**src/rtl/hazard_sched.sv**
```systemverilog
// OTTER five-stage pipeline scheduler: per-stage stall/flush control, E-stage forwarding,
// post-reset boot flush, data-memory wait-state handling with timeout, and a stall counter.
module hazard_sched #(
  parameter int unsigned BOOT_CYCLES = 4,
  parameter int unsigned MEM_TIMEOUT = 16,
  parameter int unsigned CNT_W       = 32
) (
  input  logic             CLK,
  input  logic             RST_N,
  input  logic [4:0]       Rs1D,
  input  logic [4:0]       Rs2D,
  input  logic [4:0]       Rs1E,
  input  logic [4:0]       Rs2E,
  input  logic [4:0]       RdE,
  input  logic [4:0]       RdM,
  input  logic [4:0]       RdW,
  input  logic             RegWriteM,
  input  logic             RegWriteW,
  input  logic [1:0]       ResultSrcE,
  input  logic             PCSrcE,
  input  logic             MemReqM,
  input  logic             MemReadyM,
  output logic             StallF,
  output logic             StallD,
  output logic             StallE,
  output logic             StallM,
  output logic             FlushD,
  output logic             FlushE,
  output logic             FlushM,
  output logic             FlushW,
  output logic [1:0]       ForwardAE,
  output logic [1:0]       ForwardBE,
  output logic             MemErr,
  output logic [CNT_W-1:0] StallCount
);

  localparam int unsigned BOOT_W = $clog2(BOOT_CYCLES + 1);
  localparam int unsigned WAIT_W = $clog2(MEM_TIMEOUT);

  typedef enum logic [1:0] {
    S_BOOT     = 2'd0,
    S_RUN      = 2'd1,
    S_MEM_WAIT = 2'd2
  } state_e;

  state_e              state_q, state_d;
  logic [BOOT_W-1:0]   boot_cnt_q, boot_cnt_d;
  logic [WAIT_W-1:0]   wait_cnt_q, wait_cnt_d;
  logic                mem_err_q, mem_err_d;
  logic [CNT_W-1:0]    stall_cnt_q, stall_cnt_d;
  logic                lw_stall_c;
  logic                run_rules_c;

  // Forwarding: M result wins over W; forced to register file while in reset.
  always_comb begin
    ForwardAE = 2'b00;
    ForwardBE = 2'b00;
    if (RST_N) begin
      if (RegWriteM && (RdM != 5'd0) && (RdM == Rs1E))      ForwardAE = 2'b10;
      else if (RegWriteW && (RdW != 5'd0) && (RdW == Rs1E)) ForwardAE = 2'b01;
      if (RegWriteM && (RdM != 5'd0) && (RdM == Rs2E))      ForwardBE = 2'b10;
      else if (RegWriteW && (RdW != 5'd0) && (RdW == Rs2E)) ForwardBE = 2'b01;
    end
  end

  assign lw_stall_c = (ResultSrcE == 2'b01) && (RdE != 5'd0) &&
                      ((RdE == Rs1D) || (RdE == Rs2D));

  // Next-state and Mealy stall/flush controls.
  always_comb begin
    state_d     = state_q;
    boot_cnt_d  = boot_cnt_q;
    wait_cnt_d  = wait_cnt_q;
    mem_err_d   = mem_err_q;
    stall_cnt_d = stall_cnt_q;
    run_rules_c = 1'b0;
    StallF      = 1'b0;
    StallD      = 1'b0;
    StallE      = 1'b0;
    StallM      = 1'b0;
    FlushD      = 1'b0;
    FlushE      = 1'b0;
    FlushM      = 1'b0;
    FlushW      = 1'b0;

    case (state_q)
      S_BOOT: begin
        StallF = 1'b1;
        FlushD = 1'b1;
        FlushE = 1'b1;
        FlushM = 1'b1;
        FlushW = 1'b1;
        if (boot_cnt_q == BOOT_W'(BOOT_CYCLES - 1)) begin
          state_d    = S_RUN;
          boot_cnt_d = '0;
        end else begin
          boot_cnt_d = boot_cnt_q + BOOT_W'(1);
        end
      end
      S_RUN: begin
        if (MemReqM && !MemReadyM) begin
          StallF     = 1'b1;
          StallD     = 1'b1;
          StallE     = 1'b1;
          StallM     = 1'b1;
          FlushW     = 1'b1;
          state_d    = S_MEM_WAIT;
          wait_cnt_d = WAIT_W'(1);
        end else begin
          run_rules_c = 1'b1;
        end
      end
      S_MEM_WAIT: begin
        if (MemReadyM) begin
          run_rules_c = 1'b1;
          state_d     = S_RUN;
          wait_cnt_d  = '0;
        end else if (wait_cnt_q == WAIT_W'(MEM_TIMEOUT - 1)) begin
          mem_err_d   = 1'b1;
          run_rules_c = 1'b1;
          state_d     = S_RUN;
          wait_cnt_d  = '0;
        end else begin
          StallF     = 1'b1;
          StallD     = 1'b1;
          StallE     = 1'b1;
          StallM     = 1'b1;
          FlushW     = 1'b1;
          wait_cnt_d = wait_cnt_q + WAIT_W'(1);
        end
      end
      default: state_d = S_BOOT;
    endcase

    // A taken branch discards the D instruction, so a load-use hazard on it is moot.
    if (run_rules_c) begin
      if (PCSrcE) begin
        FlushD = 1'b1;
        FlushE = 1'b1;
      end else if (lw_stall_c) begin
        StallF = 1'b1;
        StallD = 1'b1;
        FlushE = 1'b1;
      end
    end

    if (StallF && (state_q != S_BOOT) && (stall_cnt_q != {CNT_W{1'b1}}))
      stall_cnt_d = stall_cnt_q + CNT_W'(1);
  end

  always_ff @(posedge CLK or negedge RST_N) begin
    if (!RST_N) begin
      state_q     <= S_BOOT;
      boot_cnt_q  <= '0;
      wait_cnt_q  <= '0;
      mem_err_q   <= 1'b0;
      stall_cnt_q <= '0;
    end else begin
      state_q     <= state_d;
      boot_cnt_q  <= boot_cnt_d;
      wait_cnt_q  <= wait_cnt_d;
      mem_err_q   <= mem_err_d;
      stall_cnt_q <= stall_cnt_d;
    end
  end

  assign MemErr     = mem_err_q;
  assign StallCount = stall_cnt_q;

endmodule

```
**config.mk**
```make
export PLATFORM = sky130hd
export DESIGN_NAME = hazard_sched
export DESIGN_NICKNAME = d
export VERILOG_FILES = /design/src/rtl/hazard_sched.sv
export SDC_FILE = /design/constraint.sdc
export NUM_CORES = 1
export LEC_CHECK = 0
export BUFFER_PORTS_ARGS = -buffer_cell sky130_fd_sc_hd__clkbuf_2
export CORE_MARGIN = 1.5
export CORE_UTILIZATION = 30
export CTS_CLUSTER_SIZE = 10
export DETAILED_ROUTE_END_ITERATION = 6
export SKIP_LAST_GASP = 1
export SLEW_MARGIN = 20
export SYNTH_ARGS = -nofsm -noshare
export SYNTH_HDL_FRONTEND = slang
export SYNTH_SLANG_ARGS = --single-unit
```
**constraint.sdc**
```tcl
create_clock -name CLK -period 2.1 [get_ports CLK]
set_input_delay 0.21 -clock CLK [delete_from_list [all_inputs] [get_ports CLK]]
set_output_delay 0.21 -clock CLK [all_outputs]
set_load 0.05 [all_outputs]
```
; Word level (Yosys, flattened, before mapping)
; Index checks and enable logic that the tools add are counted.
[classes]
n_reduce_logical = 22
bitwise = 1
eq_ne = 15
n_addsub = 3
n_mux = 37
[ops]
columns = cell, n
row1 = $add 32x1->32 const B, 1
row2 = $ne 32x32->1 const B, 1
row3 = $eq 5x5->1, 6
row4 = $mux 1, 20
row5 = $mux 2, 8
row6 = $reduce_bool 5->1, 3
row7 = $mux 4, 3
row8 = $logic_and 1x1->1, 11
row9 = $pmux 4 s2, 1
row10 = $pmux 2 s3, 1
row11 = $reduce_and 3->1, 2
row12 = $add 4x1->4 const B, 1
row13 = $eq 2x1->1 const B, 2
row14 = $eq 4x4->1 const B, 1
row15 = $ne 2x2->1 const B, 2
row16 = $pmux 1 s2, 2
row17 = $reduce_bool 2->1, 2
row18 = $add 3x1->3 const B, 1
row19 = $eq 3x2->1 const B, 1
row20 = $mux 3, 1
row21 = $ne 3x3->1 const B, 1
row22 = $pmux 1 s3, 1
row23 = $eq 2x2->1 const B, 1
row24 = $logic_not 2->1, 1
row25 = other kinds (4), 4
[totals]
elab_cells = 83
regBits = 42
out_inout_bits = 45
input_bits = 44

; Depth between registers and ports, before layout
[depth]
ltp_word = 9
mapped_depth = 9
mapped_depth_nobuf = 8

; Worst setup path before layout
; OpenSTA, ideal clock, no wires.
[synth_path]
path_kind = input port to output port
start = input RdM[1]
end = output ForwardAE[0]
path_buffers = 0
cell_stages = 4
arrival_time_ps = 2561
required_time_ps = 1890
setup_slack_ps = -671
cell_sequence = or4_1 o21ai_0 nor4_1 nor4_1
[synth_between]
elab_chain_cells = 5
elab_cells_between_ends = 6
cone_classes = eq/ne: 1 / mux: 2 / reduce/logical: 3
[synth_lines]
columns = element, line_no
row1 = "start, declared", 15  ; input logic [4:0] RdM,
row2 = $reduce_bool 5->1, 59  ; if (RegWriteM && (RdM != 5'd0) && (RdM == Rs1E)) ForwardAE = 2'b10;
row3 = $logic_and 1x1->1, 59
row4 = $logic_and 1x1->1 (*), 59
row5 = $mux 2 (*), 59
row6 = $mux 2 (*), 58  ; if (RST_N) begin
row7 = "end, declared", 31  ; output logic [1:0] ForwardAE,
; Mark *: on every way between the ends. The rest lies on a longest branch, timed or not.

; Worst setup path after layout
[layout_path]
start = register state_q[0]
end = output StallF
[layout_between]
elab_chain_cells = 5
elab_cells_between_ends = 8
cone_classes = eq/ne: 2 / mux: 5 / reduce/logical: 1
[layout_lines]
columns = element, line_no
row1 = "start, declared", 46  ; state_e state_q, state_d;
row2 = "start signal, assigned", 159  ; state_q <= state_d;
row3 = $eq 2x2->1 (tied with other cells), 86  ; case (state_q)
row4 = $pmux 1 s3, 86
row5 = $mux 1, 140  ; end else if (lw_stall_c) begin
row6 = $mux 1, 137  ; if (PCSrcE) begin
row7 = $mux 1 (*), 136  ; if (run_rules_c) begin
row8 = "end, declared", 23  ; output logic StallF,
; Marked as above.

==> flow_summary.ini <==
[routing]
drcViolationCount = 0
drt_pass1_iterations = 4
drt_iter0_drc = 56
drt-total-wl_um = 7210
wl_per_cell_um = 13.9
num_vias = 2541
routed_via_density = 4.89
ant_nets = 0

[setup_path]
crit_buf_inv = 2
reg2reg_from = state_q[0]
crit_type = register to output port
r2r_slack_ns = -0.22
arrival_ns = 2.13
crit_chain = inv_2 > ha_4 > nand4_1 > a31oi_2 > and4bb_4 > nand2_2 > or2_4 > o21ai_4 > buf_12
crit_family = simple AND/OR/NAND/NOR gates
endpoint = StallF
crit_start = state_q[0]
required_ns = 1.89
critPathMaxStageDelay_ns = 0.41
path_max_fanout = 3
ff2ff_path_depth = 10
r2r-end = StallCount[23]
crit_slowest_cell = dfrtp_1
critPathLaunchType = register
critPathCaptureType = output port
cp.depth = 9

[global_routing]
overflow = 0
grt_pass1_wl_um = 11700
antenna_found_initial = 0
grt_max_degree = 45
grt_usage_pct = 14.9
grt_pass1_vias = 2502

[cells_and_area]
final_cells = 520
nets = 463
drive_above_1_share_pct = 49.5
antenna_cells = 0
fill_cells = 796
area_growth_pct = 55.1

[clock_network]
root_buffer = clkbuf_8
h-tree-depth = 2
cts_tree = yes
clk_pin_slew_ns = 0.08
numCtsBuffers = 5
clk-insertion-delay-late_ns = 0.30
clockBufferDepth = 2
cts_hold_buf = 0
cts.sinks = 42

[floorplanning]
core_um2 = 8720
design.die.area_um2 = 9560
io_pins = 89
die_h_um = 97.8
start_util_pct = 30.9
chipWidth_um = 97.8
rows = 34

[timing]
final-setup-viol-count = 27
period_share_pct = 111
rsz0062_at_grt = true
max_freq_mhz = 428
hold_slack_ns = 0.0533
drv_slew = 0
worst_slew_pin_slew_ns = 0.579
period_minus_slack_ns = 2.34
hold_viol_final = 0
max_slew_margin_pct = 61.4
setup_ws_ns = -0.236
skew_ns = 0.00946

[place]
gp_congestion = 0.895
dp_cells = 501
portBuffers = 88
hpwl_um = 5310

[synth]
synthCells = 276
synth_flop_cell = dfrtp_1
yosysMostFrequentCell = dfrtp_1
syn_area_um2 = 2690
synth_seq_cells = 42
synth.top_cells.by_area = dfrtp_1 39%, xor2_1 11%, xnor2_1 8.5%
syn_nets = 328
yosysSeqAreaShare_pct = 39.0
synthArstFlopShare_pct = 100
yosysTopAreaCell = dfrtp_1
yosys-top-cells-count = 42 x dfrtp_1, 35 x xor2_1, 26 x xnor2_1, 25 x nand2_1, 15 x nand3_1
netlist.area_leader.share_pct = 39.0
syn_area_per_cell_um2 = 9.76
synth.distinct_cells = 45
yosysWarningCount = 0
synth_edf_count = 0

[power]
power.density_nw_per_um2 = 886
peakVddDrop_mv = 0.831
leakage_nw = 1.89

[status]
status = complete, but fails checks
violations = negative setup slack

[run]
maxCapViolCount = 0

[min_path]
hold_path.class = primary input to async pin
==> area by class of cell <==
| class | count | area [um2] | share of cell area (%) |
|---|---|---|---|
| Tap cell | 108 | 135 | 3.23 |
| Timing Repair Buffer | 134 | 928 | 22.2 |
| Clock buffer | 6 | 72.6 | 1.74 |
| Clock inverter | 2 | 13.8 | 0.329 |
| Inverter | 10 | 37.5 | 0.898 |
| Sequential cell | 42 | 1060 | 25.4 |
| Multi-Input combinational cell | 218 | 1930 | 46.2 |
==> worst reg2reg max path, stage by stage (launching register included) <==
cell and delay (ns):
dfrtp_1 0.41, inv_2 0.11, ha_4 0.15, nand4_1 0.11, a31oi_2 0.24, and4bb_4 0.26
buf_4 0.12, a31oi_4 0.19, buf_12 0.23, nor4b_4 0.26, xor2_1 0.17
==> repair_timing <==
| action | 4_1_cts | 5_1_grt |
|---|---|---|
| pin swaps | 24 | 18 |
| endpoints found under the setup margin | 27 | 37 |
| resized for setup | 41 | 36 |
| setup buffers | 8 | 4 |
| gates cloned | 0 | 0 |
==> metal layers <==
metal,track usage (%),up-vias,part of all wire [%]
li1,-,1251,-
met2,26.1,76,50
met5,0,-,0
met4,3.63,0,1.0
met1,18.7,1207,43
met3,3.15,7,5.6
==> power breakdown <==
group          internal [W]  switching [W]
sequential         0.000909       0.000109
combinational      0.000941        0.00121
clock              0.000235       0.000295
==> logic make-up (layout without fill, tap and decap cells) <==
kind of cell | after synthesis | after routing | share of synthesized area (%)
multiplexers | 2 | 2 | 0.929
AO/OA/AOI/OAI | 25 | 25 | 6.27
adder cells (fa/ha/maj) | 8 | 8 | 3.72
flip-flops | 42 | 42 | 39.0
AND/OR/NAND/NOR | 122 | 122 | 27.3
buffers and inverters | 16 | 152 | 2.97
XOR/XNOR | 61 | 61 | 19.8
==> flip-flops by register name (all words and copies together), names as in the netlist <==
name        count
state_q         2
boot_cnt_q      3
StallCount     32
wait_cnt_q      4
MemErr          1
==> metrics by stage <==
step | total power [W] | TNS (ns) | setup slack [ns] | area, um2 | utilization [%]
final | 0.00370 | -4.41 | -0.236 | 4180 | 47.9
after detailed placement | 0.00279 | -3.48 | -0.220 | 3650 | 41.8
after global placement | 0.00276 | -1.12 | -0.0798 | 3650 | 41.8
after CTS | 0.00359 | -3.03 | -0.229 | 4010 | 45.9
after global routing | 0.00393 | -7.87 | -0.342 | 4180 | 47.9
after floorplan | 0.00212 | -0.103 | -0.101 | 2750 | -
==> cell usage in the layout (no fill, tap or decap), types with 5 or more instances in the layout <==
master     n
or4_1      5
clkbuf_2  80
buf_12     7
dfrtp_2    9
xor2_1    35
o21ai_0    8
nand3_1   15
nor3_4     9
and3_1     5
nor4_4     8
nor2_1     9
buf_6      8
dfrtp_1   33
inv_1      7
clkbuf_8   5
nand2_1   23
nand4_1   13
xnor2_1   26
buf_4     37
==> how the worst min path moves through the flow <==
stage / start / to
2_1_floorplan: RST_N / MemErr
3_3_place_gp: RST_N / StallCount[22]
3_5_place_dp: RST_N / StallCount[22]
4_1_cts: RST_N / StallCount[19]
5_1_grt: RST_N / StallCount[18]
6_report: RST_N / StallCount[22]
Note: power is estimated with default switching activity, not from simulation.
